===== src/rtl/hd63701_stack_seq.sv =====
// hd63701_stack_seq
//
// Stack-frame sequencer modelled on the HD63701 interrupt entry and return
// path. One bus master issues single-beat accesses:
//   * interrupt entry: push NB frame beats downward from the latched stack
//     pointer, then fetch a 16-bit vector (high byte, then low byte).
//   * return from interrupt: pull NB beats upward from latched SP + 1. The
//     first beat pulled lands in the highest frame slot.
//
// Bus handshake: while a beat is presented, AD/RW/DO stay constant. The
// beat completes on the rising CLKp edge where rdy=1. rdy=0 stretches the
// beat indefinitely. In IDLE and DONE no beat is presented and AD/RW/DO
// are 0.
//
// Ports
//   CLKp       clock, rising edge
//   RSTn       asynchronous active-low reset
//   start_int  begin interrupt entry (wins over start_rti; IDLE only)
//   start_rti  begin return from interrupt (IDLE only)
//   vsel       vector index, vector lives at VBASE + 2*vsel
//   sp_in      stack pointer sampled at start
//   frame_in   frame to push, beat k = frame_in[k*DW +: DW]
//   DI         read data, sampled when a read beat completes
//   rdy        beat accept
//   AD/RW/DO   bus address / 1=write / write data
//   busy       sequence in progress (not IDLE)
//   done       one-cycle completion pulse (DONE state)
//   sp_out     final stack pointer of the last completed sequence
//   frame_out  frame gathered by the last completed rti sequence
//   pc_out     vector fetched by the last completed int sequence
//   wrap       a stack beat address of the last sequence wrapped mod 2^AW
//   state_dbg  current FSM state encoding, for checkers

module hd63701_stack_seq #(
  parameter int              AW    = 16,
  parameter int              DW    = 8,
  parameter int              NB    = 7,
  parameter logic [AW-1:0]   VBASE = 16'hFFF0
) (
  input  logic               CLKp,
  input  logic               RSTn,
  input  logic               start_int,
  input  logic               start_rti,
  input  logic [3:0]         vsel,
  input  logic [AW-1:0]      sp_in,
  input  logic [NB*DW-1:0]   frame_in,
  input  logic [DW-1:0]      DI,
  input  logic               rdy,
  output logic [AW-1:0]      AD,
  output logic               RW,
  output logic [DW-1:0]      DO,
  output logic               busy,
  output logic               done,
  output logic [AW-1:0]      sp_out,
  output logic [NB*DW-1:0]   frame_out,
  output logic [15:0]        pc_out,
  output logic               wrap,
  output logic [2:0]         state_dbg
);

  typedef enum logic [2:0] {
    IDLE = 3'd0,
    PUSH = 3'd1,
    VHI  = 3'd2,
    VLO  = 3'd3,
    PULL = 3'd4,
    DONE = 3'd5
  } state_t;

  localparam logic [3:0] LAST = 4'(NB - 1);

  state_t                  state;
  state_t                  state_nxt;

  logic [AW-1:0]           sp_l;
  logic [NB*DW-1:0]        frame_l;
  logic [3:0]              vsel_l;
  logic [3:0]              beat;
  logic                    wrap_acc;
  logic [DW-1:0]           pc_hi;
  // Pulled slots 1..NB-1; slot 0 is always the final beat and is taken
  // straight from DI when the frame is committed.
  logic [(NB-1)*DW-1:0]    frame_sh;

  // One extra bit on the address arithmetic: the top bit is the
  // borrow/carry out of the AW-bit stack space.
  logic [AW:0]             push_ext;
  logic [AW:0]             pull_ext;
  logic [AW-1:0]           vec_addr;
  logic [3:0]              pull_slot;

  assign push_ext  = {1'b0, sp_l} - (AW+1)'(beat);
  assign pull_ext  = {1'b0, sp_l} + (AW+1)'(beat) + (AW+1)'(1);
  assign vec_addr  = VBASE + AW'({vsel_l, 1'b0});
  assign pull_slot = LAST - beat;

  assign busy      = (state != IDLE);
  assign done      = (state == DONE);
  assign state_dbg = state;

  // State register
  always_ff @(posedge CLKp or negedge RSTn) begin
    if (!RSTn) begin
      state <= IDLE;
    end else begin
      state <= state_nxt;
    end
  end

  // Next state and bus outputs. Bus outputs depend only on registered
  // state, so they hold while rdy=0 and drop to 0 as soon as reset
  // forces IDLE.
  always_comb begin
    state_nxt = state;
    AD        = '0;
    RW        = 1'b0;
    DO        = '0;
    unique case (state)
      IDLE: begin
        if (start_int) begin
          state_nxt = PUSH;
        end else if (start_rti) begin
          state_nxt = PULL;
        end
      end
      PUSH: begin
        AD = push_ext[AW-1:0];
        RW = 1'b1;
        DO = frame_l[beat*DW +: DW];
        if (rdy && (beat == LAST)) begin
          state_nxt = VHI;
        end
      end
      VHI: begin
        AD = vec_addr;
        if (rdy) begin
          state_nxt = VLO;
        end
      end
      VLO: begin
        AD = vec_addr + AW'(1);
        if (rdy) begin
          state_nxt = DONE;
        end
      end
      PULL: begin
        AD = pull_ext[AW-1:0];
        if (rdy && (beat == LAST)) begin
          state_nxt = DONE;
        end
      end
      DONE: begin
        state_nxt = IDLE;
      end
      default: begin
        state_nxt = IDLE;
      end
    endcase
  end

  // Datapath. Result registers (sp_out, pc_out, frame_out, wrap) are only
  // written on the edge that enters DONE, so they keep the previous
  // sequence's results for the whole of the next sequence. wrap_acc is the
  // per-sequence accumulator that is cleared when a sequence starts.
  always_ff @(posedge CLKp or negedge RSTn) begin
    if (!RSTn) begin
      sp_l      <= '0;
      frame_l   <= '0;
      vsel_l    <= '0;
      beat      <= '0;
      wrap_acc  <= 1'b0;
      pc_hi     <= '0;
      frame_sh  <= '0;
      sp_out    <= '0;
      pc_out    <= '0;
      frame_out <= '0;
      wrap      <= 1'b0;
    end else begin
      unique case (state)
        IDLE: begin
          beat <= '0;
          if (start_int) begin
            sp_l     <= sp_in;
            frame_l  <= frame_in;
            vsel_l   <= vsel;
            wrap_acc <= 1'b0;
          end else if (start_rti) begin
            sp_l     <= sp_in;
            wrap_acc <= 1'b0;
          end
        end
        PUSH: begin
          if (rdy) begin
            if (push_ext[AW]) begin
              wrap_acc <= 1'b1;
            end
            beat <= (beat == LAST) ? 4'd0 : beat + 4'd1;
          end
        end
        VHI: begin
          if (rdy) begin
            pc_hi <= DI;
          end
        end
        VLO: begin
          if (rdy) begin
            pc_out <= 16'({pc_hi, DI});
            sp_out <= sp_l - AW'(NB);
            wrap   <= wrap_acc;
          end
        end
        PULL: begin
          if (rdy) begin
            if (pull_slot != 4'd0) begin
              frame_sh[(pull_slot - 4'd1)*DW +: DW] <= DI;
            end
            if (pull_ext[AW]) begin
              wrap_acc <= 1'b1;
            end
            if (beat == LAST) begin
              frame_out <= {frame_sh, DI};
              sp_out    <= sp_l + AW'(NB);
              wrap      <= wrap_acc | pull_ext[AW];
              beat      <= '0;
            end else begin
              beat <= beat + 4'd1;
            end
          end
        end
        DONE: begin
        end
        default: begin
        end
      endcase
    end
  end

endmodule

===== config.mk =====
export PLATFORM = sky130hd
export DESIGN_NAME = hd63701_stack_seq
export DESIGN_NICKNAME = d
export VERILOG_FILES = /design/src/rtl/hd63701_stack_seq.sv
export SDC_FILE = /design/constraint.sdc
export NUM_CORES = 1
export LEC_CHECK = 0
export CORE_MARGIN = 8
export CORE_UTILIZATION = 50
export DETAILED_ROUTE_END_ITERATION = 16
export GPL_TIMING_DRIVEN = 0
export MAX_ROUTING_LAYER = met4
export PLACE_DENSITY = 0.81
export SYNTH_ARGS = -nofsm -noshare
export SYNTH_HDL_FRONTEND = slang
export SYNTH_SLANG_ARGS = --single-unit

===== constraint.sdc =====
create_clock -name CLKp -period 9.77 [get_ports CLKp]
set_input_delay 0.977 -clock CLKp [delete_from_list [all_inputs] [get_ports CLKp]]
set_output_delay 0.977 -clock CLKp [all_outputs]
set_load 0.005 [all_outputs]

==> results.md <==
- The slowest stage of the critical path belongs to the cell sky130_fd_sc_hd__buf_1.
- The net switching power of the design is 1490 µW.
- The reported max-cap violation count is 0.
- The part of the total power dissipated in sequential elements is 0.334.
- The most frequent cell on the critical path is sky130_fd_sc_hd__nand2_1.
- The post-route antenna net violation count is 0.
- The number of hold buffers added after CTS is 0.
- Walking the worst path, the cells encountered are buf_2 > buf_1 > inv_1 > ha_1 > clkbuf_1 > nand2b_1 > o21ai_1 > xnor2_1 > nor2_1 > nand2_1 > inv_1 > ha_1 > nor4_1 > nand2_1 > o21ai_0 > nand2_1 > or4b_1 > buf_4 > mux2_4.
- In the final layout, the share of cells above drive strength 1 is 0.216.
- The total number of clock tree sinks is 229.
- The netlist uses 69 different library cells.
- For this block, the routed nets add up to 30300 µm of wire.
- The multi-input logic area is 5280 µm².
- The floorplan step set the die width to 167 µm.
- The post-cts resize count is 0.
- The area growth from synthesis to layout is 29.4%.
- The deepest level of the CTS H-tree is 1.
- The number of global-route vias before repair is 9139.
- The number of antenna violations at the first check in global routing came to 0.
- The synthesized design contains 0 enable-type register cells.
- Across the whole layout, storage elements account for 5730 µm².
- The class of the most critical hold timing path is register to register.
- The flow ran to the end, and the final reports show no timing, DRC or antenna violations.
- The floorplan step defined a die boundary enclosing 27900 µm².
- Clock-pin slew was measured on the worst setup and hold paths at 60 ps.
- The post-synth net total is 1084.
- The final weighted congestion in routability-driven placement is 0.877.
- The final routed wire length divided by cell count is 20.2 µm.
- The routed design could run at a clock period as short as 5630 ps.
- The slew at the pin closest to its max-slew limit is 1090 ps.
- The initial core utilization is 0.506.
- The final standard cell utilization of the core is 0.655.
- The reported leakage power is 0.00658 µW.
- VDD sags by at most 0.171 mV.
- The average instance area after synthesis is 11.9 µm².
- For this design the top-level I/O count stands at 208.
- Setup violations remaining at the end of the flow were counted as 0.
- The relative contribution of combinational cells to total power is 0.431.
- The data required time at the worst endpoint is 10200 ps.
- The worst setup path is launched from a register.
- Synthesis produced 957 cells.
- The kind of end point of the critical path is a register.
- For this run, the number of Yosys warnings is 0.
- For this run, design rule violations remaining after detail routing come to 0.
- The worst slew slack as a fraction of its limit is 0.267.
- The count of antenna diodes in the layout is 0.
- The final hold violation count was 0.
- The number of fillers in the final layout is 1687.
- Post-CTS timing repair inserted 0 buffers for setup.
- The kind of cell adding the most delay to the critical path is buffers and inverters.
- The first global-routing pass estimated 48900 µm of wire.
- The clock tree from TritonCTS is built.
- The maximum clock frequency is 178 MHz.
- The number of buffers between clock root and the deepest sink is 3.
- In this run, placement finished with an instance count of 1450.
- The iteration-0 DRC count of the detailed router is 593.
- The most used flip-flop cell after synthesis is sky130_fd_sc_hd__dfrtp_1.
- The core area is 22500 µm².
- The maximum number of pins on one net before global-route repair is 128.
- The number of cell rows is 55.
- The share of the yosys chip area belonging to registers is 0.503.
- The detailed router placed 8412 vias in this run.
- The share of the clock period used by the worst path after layout is 0.576.
- The switching part of the total power is 0.350.
- The share of async-settable or async-resettable flops after synthesis is 1.00.
- Dividing total power by cell area gives a power density of 289 nW/µm².
- The final global-route overflow total is 0.
- The worst clock skew on the final layout is 24.4 ps.
- After synthesis the cells add up to 11400 µm².
- Clock tree synthesis inserted a total of 25 buffers.
- Detailed placement finished with a half-perimeter wire length of 21900 µm.
- Input and output buffers added on the ports amount to 207.
- In this design, the stage delay of the slowest critical-path cell is 650 ps.
- The kind of critical path is register to register.
- In the final design database the tool counted 1319 nets.
- The arrival time of the worst setup path is 6060 ps.
- The synthesized flop and latch total is 229.
- Of all nets on the critical path, the largest fanout is 10.
- Of the total power, the clock network draws 0.235.
- The first TritonRoute pass finished after 7 iterations.
- The count of buffering cells on the critical path with inverters included is 6.
- The cell at the root of the clock tree is sky130_fd_sc_hd__clkbuf_16.
- The number of vias per cell after detailed routing is 5.63.
- The final number of max-transition violations came to 0.
- Setup repair after global routing left no endpoint under its margin.
- The total internal power is 2760 µW.
- At the later pin of the worst-skew pair, clock insertion delay measures 540 ps.
- The die is 167 µm tall.
- The number of standard cells in the final layout excluding fillers is 1495.
- The combined global-route utilization of all metal layers is 0.222.
## cell usage after synthesis (7+ instances only)
master | n | area share
sky130_fd_sc_hd__a21oi_1 | 30 | 0.013
sky130_fd_sc_hd__a221oi_1 | 11 | 0.0085
sky130_fd_sc_hd__and2_1 | 10 | 0.0055
sky130_fd_sc_hd__clkbuf_1 | 31 | 0.010
sky130_fd_sc_hd__dfrtp_1 | 229 | 0.50
sky130_fd_sc_hd__ha_1 | 35 | 0.038
sky130_fd_sc_hd__inv_1 | 52 | 0.017
sky130_fd_sc_hd__mux2_2 | 179 | 0.18
sky130_fd_sc_hd__mux2_4 | 8 | 0.011
sky130_fd_sc_hd__mux2i_1 | 24 | 0.021
sky130_fd_sc_hd__mux4_2 | 8 | 0.016
sky130_fd_sc_hd__nand2_1 | 66 | 0.022
sky130_fd_sc_hd__nand3_1 | 12 | 0.0053
sky130_fd_sc_hd__nor2_1 | 49 | 0.016
sky130_fd_sc_hd__nor2b_1 | 7 | 0.0038
sky130_fd_sc_hd__nor3_1 | 16 | 0.0070
sky130_fd_sc_hd__nor4_1 | 7 | 0.0038
sky130_fd_sc_hd__o21ai_0 | 35 | 0.015
sky130_fd_sc_hd__xnor2_1 | 16 | 0.012
sky130_fd_sc_hd__xor2_1 | 12 | 0.0092
## cell type report
cell class	count	area share
tap	285	0.0242
sequential	229	0.389
multi-input combinational	629	0.358
clock inverter	9	0.00934
inverter	55	0.0141
clock buffer	36	0.0507
buffer	44	0.0120
timing repair buffer	208	0.143
## metrics by stage
| step | power (µW) | setup slack, ps | hold WS (ps) | TNS (ps) | area [µm²] |
|---|---|---|---|---|---|
| after floorplan | 2560 | 5260 | 462 | 0 | 11400 |
| after global placement | 3190 | -1920 | 456 | -434220 | 13800 |
| after detailed placement | 3250 | 4180 | 465 | 0 | 13900 |
| after CTS | 4280 | 4090 | 478 | 0 | 14700 |
| after global routing | 4530 | 3740 | 493 | 0 | 14700 |
| final | 4260 | 4140 | 475 | 0 | 14700 |
## sequential cells by signal (all words and copies together) (netlist names)
signal,cells
pc_hi,8
frame_out,56
frame_l,56
state_dbg,3
beat,4
sp_out,16
wrap_acc,1
vsel_l,4
wrap,1
pc_out,16
sp_l,16
frame_sh,48
## power groups by stage
stage	Combinational (µW)	Clock [µW]	Sequential, µW
final	1830	1000	1420
after CTS	1840	1020	1420
after global placement	1770	0	1420
after detailed placement	1820	0	1430
after global routing	2010	1060	1460
after floorplan	1200	0	1370
## routing by layer
| layer | global-route usage | up-vias | part of all wire | routed length, µm |
|---|---|---|---|---|
| met5 | - | - | 0 | 0 |
| met4 | 0.0623 | 0 | 0.022 | 676 |
| met3 | 0.0428 | 53 | 0.063 | 1920 |
| met2 | 0.368 | 263 | 0.49 | 14800 |
| met1 | 0.273 | 4215 | 0.43 | 12900 |
| li1 | - | 3881 | - | - |
## path summary, 6_finish.rpt
check	startpoint	end	slack (ps)	depth (start not counted)
setup / recovery	beat[0]	frame_sh[36]	4140	19
hold / removal	wrap	wrap	470	2
setup reg to reg	beat[0]	frame_sh[36]	4140	19
hold reg to reg	wrap	wrap	470	2
max in group asynchronous	RSTn	frame_out[35]	8210	2
min in group asynchronous	RSTn	frame_l[37]	510	1
## worst reg2reg max path: stages, from the launching register on
cell and delay (ps):
sky130_fd_sc_hd__dfrtp_1 460, sky130_fd_sc_hd__buf_2 330, sky130_fd_sc_hd__buf_1 650, sky130_fd_sc_hd__inv_1 300, sky130_fd_sc_hd__ha_1 360, sky130_fd_sc_hd__clkbuf_1 340, sky130_fd_sc_hd__nand2b_1 190, sky130_fd_sc_hd__o21ai_1 190
sky130_fd_sc_hd__xnor2_1 250, sky130_fd_sc_hd__nor2_1 180, sky130_fd_sc_hd__nand2_1 160, sky130_fd_sc_hd__inv_1 60, sky130_fd_sc_hd__ha_1 370, sky130_fd_sc_hd__nor4_1 320, sky130_fd_sc_hd__nand2_1 90, sky130_fd_sc_hd__o21ai_0 190
sky130_fd_sc_hd__nand2_1 120, sky130_fd_sc_hd__or4b_1 470, sky130_fd_sc_hd__buf_4 200, sky130_fd_sc_hd__mux2_4 310
## cell usage in the layout, fill, tap and decap left out, drive strengths merged, types with 4 or more instances in the layout
cell type | synthesis | final
nor2b | 7 | 7
a221oi | 11 | 11
and2 | 10 | 10
o211ai | 4 | 4
mux2i | 24 | 24
buf | 13 | 15
ha | 35 | 35
nand2 | 66 | 66
nor4 | 7 | 7
nand3 | 12 | 12
a21oi | 30 | 30
nand4 | 6 | 6
clkdlybuf4s50 | 0 | 206
nand2b | 5 | 5
a21o | 6 | 6
mux4 | 8 | 8
o21bai | 5 | 5
o221ai | 6 | 6
nor3 | 18 | 18
clkinv | 2 | 6
xor2 | 12 | 12
dfrtp | 229 | 229
inv | 53 | 54
clkbuf | 31 | 67
nor2 | 49 | 49
or2 | 4 | 4
xnor2 | 18 | 18
o21ai | 37 | 37
a31oi | 5 | 5
mux2 | 187 | 187
## kinds of logic after synthesis
group / Yosys count / share of synthesized area
buffers and inverters: 99 / 0.0337
muxes: 219 / 0.224
xor gates and xnor gates: 30 / 0.0244
and+or+nand+nor: 207 / 0.0898
AOI/OAI and AO/OA: 135 / 0.0810
DFF: 229 / 0.503
adders and majority gates: 38 / 0.0437
No activity file was read; power rests on OpenSTA's default activity.
